[config.mk]
export PLATFORM = sky130hd
export DESIGN_NAME = pin_array_seq_ctrl_flat
export DESIGN_NICKNAME = d
export VERILOG_FILES = /design/src/rtl/pin_array_seq_ctrl_pkg.sv /design/src/rtl/pin_array_seq_ctrl_if.sv /design/src/rtl/pin_array_seq_ctrl_arb.sv /design/src/rtl/pin_array_seq_ctrl.sv /design/src/flat_wrapper.sv
export SDC_FILE = /design/constraint.sdc
export NUM_CORES = 1
export LEC_CHECK = 0
export CORE_MARGIN = 5
export CORE_UTILIZATION = 42
export CTS_BUF_LIST = sky130_fd_sc_hd__clkbuf_16
export CTS_CLUSTER_SIZE = 24
export DETAILED_ROUTE_END_ITERATION = 7
export DONT_BUFFER_PORTS = 1
export GPL_TIMING_DRIVEN = 0
export MAX_ROUTING_LAYER = met4
export PLACE_DENSITY = 0.66
export SYNTH_ARGS = -nofsm -noshare
export SYNTH_HDL_FRONTEND = slang
export SYNTH_SLANG_ARGS = --single-unit
[constraint.sdc]
create_clock -name clk -period 5.74 [get_ports clk]
set_input_delay 0.861 -clock clk [delete_from_list [all_inputs] [get_ports clk]]
set_output_delay 0.861 -clock clk [all_outputs]
set_load 0.05 [all_outputs]
[src/rtl/pin_array_seq_ctrl_pkg.sv]
// Shared types and constants for the four-lane pin array sequencing controller.
// Lane count is fixed at four, so a lane index is always two bits wide.
package pin_array_ctrl_pkg;

    localparam int NLANE    = 4;
    localparam int IDX_W    = 2;
    localparam int SETTLE_W = 4;

    typedef enum logic [1:0] {
        IDLE    = 2'd0,
        SETTLE  = 2'd1,
        SAMPLE  = 2'd2,
        RELEASE = 2'd3
    } pa_state_t;

    function automatic logic [NLANE-1:0] idx_to_onehot(input logic [IDX_W-1:0] idx);
        logic [NLANE-1:0] v;
        v      = '0;
        v[idx] = 1'b1;
        return v;
    endfunction

endpackage

[src/rtl/pin_array_seq_ctrl_if.sv]
// Requester/controller bundle: lane requests and configuration in, lane enables,
// sample strobe and completion/abort pulses out.
interface pin_array_seq_ctrl_if;
    import pin_array_ctrl_pkg::*;

    logic [NLANE-1:0]    req;
    logic [NLANE-1:0]    lane_mask;
    logic [SETTLE_W-1:0] settle_cyc;
    logic [NLANE-1:0]    lane_en;
    logic                sample;
    logic [NLANE-1:0]    done;
    logic                abort;
    logic                busy;
    logic [IDX_W-1:0]    cur_idx;

    modport master (
        output req, lane_mask, settle_cyc,
        input  lane_en, sample, done, abort, busy, cur_idx
    );

    modport slave (
        input  req, lane_mask, settle_cyc,
        output lane_en, sample, done, abort, busy, cur_idx
    );

endinterface

[src/rtl/pin_array_seq_ctrl_arb.sv]
// Combinational round-robin pick: first eligible lane at or above ptr, wrapping
// modulo the lane count.
module pin_array_rr_arb
    import pin_array_ctrl_pkg::*;
(
    input  logic [NLANE-1:0] elig,
    input  logic [IDX_W-1:0] ptr,
    output logic             valid,
    output logic [IDX_W-1:0] idx
);

    // rot[k] is the eligibility of lane ptr+k, so the lowest set bit wins.
    logic [NLANE-1:0] rot;

    generate
        for (genvar gi = 0; gi < NLANE; gi++) begin : g_rot
            assign rot[gi] = elig[ptr + IDX_W'(gi)];
        end
    endgenerate

    always_comb begin
        valid = |rot;
        idx   = ptr;
        for (int k = NLANE - 1; k >= 0; k--) begin
            if (rot[k]) begin
                idx = ptr + IDX_W'(k);
            end
        end
    end

endmodule

[src/rtl/pin_array_seq_ctrl.sv]
// Lane sequencing FSM: grant one lane round-robin, hold its enable through a
// settle interval, strobe the shared stage, then release before the next grant.
module pin_array_seq_ctrl
    import pin_array_ctrl_pkg::*;
(
    input  logic               clk,
    input  logic               rst_n,
    pin_array_seq_ctrl_if.slave bus
);

    pa_state_t           state_q,   state_d;
    logic [SETTLE_W-1:0] cnt_q,     cnt_d;
    logic [IDX_W-1:0]    ptr_q,     ptr_d;
    logic [IDX_W-1:0]    cur_idx_q, cur_idx_d;
    logic [NLANE-1:0]    lane_en_q, lane_en_d;
    logic [NLANE-1:0]    done_q,    done_d;
    logic                sample_q,  sample_d;
    logic                abort_q,   abort_d;
    logic                busy_q,    busy_d;

    logic                arb_valid;
    logic [IDX_W-1:0]    arb_idx;
    logic                cur_held;

    pin_array_rr_arb u_arb (
        .elig  (bus.req & bus.lane_mask),
        .ptr   (ptr_q),
        .valid (arb_valid),
        .idx   (arb_idx)
    );

    assign cur_held = bus.req[cur_idx_q] & bus.lane_mask[cur_idx_q];

    always_comb begin
        state_d   = state_q;
        cnt_d     = cnt_q;
        ptr_d     = ptr_q;
        cur_idx_d = cur_idx_q;
        abort_d   = 1'b0;

        case (state_q)
            IDLE: begin
                if (arb_valid) begin
                    state_d   = SETTLE;
                    cur_idx_d = arb_idx;
                    cnt_d     = (bus.settle_cyc == '0) ? SETTLE_W'(1) : bus.settle_cyc;
                end
            end
            SETTLE: begin
                // Withdrawal wins over a settle count that happens to expire now.
                if (!cur_held) begin
                    state_d = RELEASE;
                    abort_d = 1'b1;
                end else if (cnt_q <= SETTLE_W'(1)) begin
                    state_d = SAMPLE;
                end else begin
                    cnt_d = cnt_q - 1'b1;
                end
            end
            SAMPLE: begin
                state_d = RELEASE;
            end
            RELEASE: begin
                state_d = IDLE;
                ptr_d   = cur_idx_q + IDX_W'(1);
            end
            default: begin
                state_d = IDLE;
            end
        endcase

        // Outputs are a registered image of the state being entered.
        lane_en_d = (state_d == SETTLE || state_d == SAMPLE) ? idx_to_onehot(cur_idx_d) : '0;
        sample_d  = (state_d == SAMPLE);
        done_d    = sample_d ? idx_to_onehot(cur_idx_d) : '0;
        busy_d    = (state_d != IDLE);
    end

    always_ff @(posedge clk or negedge rst_n) begin
        if (!rst_n) begin
            state_q   <= IDLE;
            cnt_q     <= '0;
            ptr_q     <= '0;
            cur_idx_q <= '0;
            lane_en_q <= '0;
            done_q    <= '0;
            sample_q  <= 1'b0;
            abort_q   <= 1'b0;
            busy_q    <= 1'b0;
        end else begin
            state_q   <= state_d;
            cnt_q     <= cnt_d;
            ptr_q     <= ptr_d;
            cur_idx_q <= cur_idx_d;
            lane_en_q <= lane_en_d;
            done_q    <= done_d;
            sample_q  <= sample_d;
            abort_q   <= abort_d;
            busy_q    <= busy_d;
        end
    end

    assign bus.lane_en = lane_en_q;
    assign bus.sample  = sample_q;
    assign bus.done    = done_q;
    assign bus.abort   = abort_q;
    assign bus.busy    = busy_q;
    assign bus.cur_idx = cur_idx_q;

endmodule

[src/flat_wrapper.sv]
// flat-port wrapper written by rule: the top's interface ports become plain ports
module pin_array_seq_ctrl_flat import pin_array_ctrl_pkg::*;
  (clk, rst_n, bus_req, bus_lane_mask, bus_settle_cyc, bus_lane_en, bus_sample, bus_done, bus_abort, bus_busy, bus_cur_idx);
  pin_array_seq_ctrl_if bus_i ();
  input  logic clk;
  input  logic rst_n;
  input wire logic [$bits(bus_i.req)-1:0] bus_req;
  input wire logic [$bits(bus_i.lane_mask)-1:0] bus_lane_mask;
  input wire logic [$bits(bus_i.settle_cyc)-1:0] bus_settle_cyc;
  output wire logic [$bits(bus_i.lane_en)-1:0] bus_lane_en;
  output wire logic [$bits(bus_i.sample)-1:0] bus_sample;
  output wire logic [$bits(bus_i.done)-1:0] bus_done;
  output wire logic [$bits(bus_i.abort)-1:0] bus_abort;
  output wire logic [$bits(bus_i.busy)-1:0] bus_busy;
  output wire logic [$bits(bus_i.cur_idx)-1:0] bus_cur_idx;
  assign bus_i.req = bus_req;
  assign bus_i.lane_mask = bus_lane_mask;
  assign bus_i.settle_cyc = bus_settle_cyc;
  assign bus_lane_en = bus_i.lane_en;
  assign bus_sample = bus_i.sample;
  assign bus_done = bus_i.done;
  assign bus_abort = bus_i.abort;
  assign bus_busy = bus_i.busy;
  assign bus_cur_idx = bus_i.cur_idx;
  pin_array_seq_ctrl u_core (.clk(clk), .rst_n(rst_n), .bus(bus_i));
endmodule
==> impl_results.md <==
- Synthesis-to-layout area growth: 10.73%
- WL final: 2.271 mm
- Final Non-Filler Cells: 145
- Logic pwr share: 0.387
- Clock Latency Late Sink: 250 ps
- Max Cap Viol: 0
- Synth cell count leaders: 21 x dfrtp_1, 10 x nand2_1, 8 x inv_1, 8 x nor2_1, 7 x nor3_1
- Root Driver: clkbuf_16
- Syn Area/Cell: 10.09 µm²
- Fmax achieved: 407.3 MHz
- Hold Vio Cnt, Final: 0
- Critical Path Sink: u_core.bus.lane_en[0]$_DFF_PN0_
- GRT Total Usage: 0.1434
- Net Sw Power: 0.3850 mW
- Area leader, netlist: dfrtp_1
- Synth area leaders: dfrtp_1 47%, ha_1 4.5%, nand2_1 3.4%, nor3_1 3.1%, inv_1 2.7%
- Antenna diode count: 0
- YS warnings: 0
- TritonCTS buffer count: 3
- Number of flops mapped to enable cells by yosys: 0
- Post-CTS Setup Inserts: 0
- Post-Route Setup TNS: 0 ps
- Cells after Synth: 111
- Die ar.: 3799 µm²
- Setup ws final: 3285 ps
- Layout fillers: 238
- Post-Place Cells: 141
- Vias per cell: 5.731
- Power Density: 656.0 nW/µm²
- LEAKAGE: 0.5532 nW
- Arrival time at the worst endpoint: 2620 ps
- Core ar.: 2522 µm²
- Post_cts resized: 0
- Clock-pin slew on the worst setup and hold paths: 60 ps
- WP data required: 5910 ps
- Die Ht: 61.64 µm
- Die X: 61.64 µm
- Ratio of cells with drive above 1 in the final layout: 0.1565
- Footprint of the multi-input gates: 548.0 µm²
- Startpoint types: register
- Worst slew pin tran: 599.9 ps
- Hold WC Path Type: primary input to async pin
- Initial Util: 0.4439
- Total Nets Final: 134
- Status: finished, final reports clean
- Critical Path Max Stage Delay: 720 ps
- Post-DP HPWL: 1.742 mm
- Slowest stage cell, crit path: dfrtp_1
- Slew margin rel.: 0.6001
- Routed wire per std cell: 15.66 µm
- Post-place setup slack: 3099 ps
- Crit Path Category: register to register
- Starting DRT DRC Count: 36
- Clock skew: 3.344 ps
- Cts hold-fix bufs: 0
- Detailed Routing Iterations Pass 1: 4
- Clock power frac: 0.180
- Hold Worst Slack: 298.5 ps
- Reg2reg setup slack: 3280 ps
- CP cell instances: mux4_2 -> nor2_4 -> o21ai_0 -> ha_1 -> nor3_1
- H-Tree Depth: 1
- Clk sink count: 21
- Clock Path Buffers: 2
- Part of the cycle the worst path needs: 0.4278
- Max VDD drop: 0.4769 mV
- GP Congestion: 0.7811
- Period minus WS final: 2455 ps
- Vias in the first global route: 878
- Max-slew violation count: 0
- CP endpoint kind: register
- RR Startpoint: u_core.bus.cur_idx[0]$_DFF_PN0_
- Internal power: 0.4283 mW
- Synthesized area: 1120 µm²
- Remaining Overflow, GRT: 0
- Cell depth of the worst setup path: 5
- Initial antenna violation count: 0
- Post-synthesis cell type count: 43
- Seq/Total Area, Yosys: 0.4693
- # setup viols final: 0
- R2R depth: 5
- Buf+Inv Stages, Crit Path: 0
- Total design power: 0.8134 mW
- Register bit count reported by yosys: 21
- RSZ-0062 raised after global routing: false
- CP Launch Point: u_core.bus.cur_idx[0]$_DFF_PN0_
- R2r endpoint: u_core.bus.lane_en[0]$_DFF_PN0_
- Most frequent cell after synthesis: dfrtp_1
- Vias: 831
- Post-synthesis async set-or-reset flop share: 1.000
- Largest net degree at the start of global routing: 22
- Sw frac: 0.4734
- CP Max Fanout: 7
- Net Count, Synth: 129
- PortBufs: 0
- CTS tree: done
- Share of the synthesized area in the top cell type: 0.4693
- Main flop type after synthesis: dfrtp_1
- Worst path top cell family by delay: flip-flops
- Sequential power share: 0.432
- Post-DRT Antenna Nets: 0
- Register Area: 525.5 µm²
- FP Rows: 18
- DRC: 0
- First-pass GRT wire length: 3.933 mm
- I/O pin cnt: 27
==> cells by family after synthesis <==
group	Yosys count	share of synthesized area
adders and majority gates	4	0.04469
and+or+nand+nor	43	0.2123
buffers and inverters	12	0.04134
muxes	2	0.03017
xor gates and xnor gates	1	0.007823
AOI/OAI and AO/OA	28	0.1944
DFF	21	0.4693
==> power by group through the flow <==
stage | Sequential [mW] | Combinational (mW) | Clock, mW
finish | 0.352 | 0.315 | 0.147
global route | 0.360 | 0.353 | 0.159
CTS | 0.353 | 0.317 | 0.152
detailed placement | 0.355 | 0.316 | 0
global placement | 0.354 | 0.301 | 0
floorplan | 0.343 | 0.257 | 0
==> final cells by class <==
class                           count  share of cell area
Inverter                            9             0.02725
Clock buffer                        3             0.06054
Tap cell                           30             0.03027
Buffer                              3             0.01009
Sequential cell                    21              0.4238
Multi-Input combinational cell     78              0.4420
Clock inverter                      1            0.006054
==> sequential cells by signal, indices dropped and copies added, names as in the netlist <==
signal,count
u_core.cnt_q,4
u_core.bus.done,4
u_core.bus.abort,1
u_core.bus.busy,1
u_core.ptr_q,2
u_core.bus.sample,1
u_core.bus.cur_idx,2
u_core.bus.lane_en,4
u_core.state_q,2
==> per-layer routing <==
| layer | global-route usage | part of all wire | vias up |
|---|---|---|---|
| met5 | - | 0 | - |
| met4 | 0.01818 | 0.0031 | 0 |
| met3 | 0.05241 | 0.067 | 2 |
| met2 | 0.2451 | 0.51 | 24 |
| met1 | 0.1651 | 0.42 | 400 |
| li1 | - | - | 405 |
==> through the flow <==
stage                     cell area [µm²]    util
after floorplan                      1120       -
after global placement               1157  0.4588
after detailed placement             1157  0.4588
after CTS                            1240  0.4916
after global routing                 1240  0.4916
final                                1240  0.4916
==> worst min path at each step <==
stage / start / end / slack (ps) / depth (start not counted)
after floorplan: u_core.cnt_q[3]$_DFFE_PN0P_ / u_core.cnt_q[3]$_DFFE_PN0P_ / 480 / 1
after global placement: u_core.cnt_q[3]$_DFFE_PN0P_ / u_core.cnt_q[3]$_DFFE_PN0P_ / 510 / 1
after detailed placement: u_core.cnt_q[3]$_DFFE_PN0P_ / u_core.cnt_q[3]$_DFFE_PN0P_ / 520 / 1
after CTS: rst_n / u_core.cnt_q[2]$_DFFE_PN0P_ / 290 / 0
after global routing: rst_n / u_core.bus.done[0]$_DFF_PN0_ / 290 / 0
final: rst_n / u_core.cnt_q[2]$_DFFE_PN0P_ / 300 / 0
==> cell usage in the layout, fill, tap and decap left out, types with 3 or more instances in the layout <==
master	n
nor2_1	8
dfrtp_1	21
a21oi_1	3
ha_1	4
o22ai_1	3
nor3_1	7
o21ai_0	4
nand2_1	10
clkbuf_16	3
inv_1	8
No activity file was read; power rests on OpenSTA's default activity.
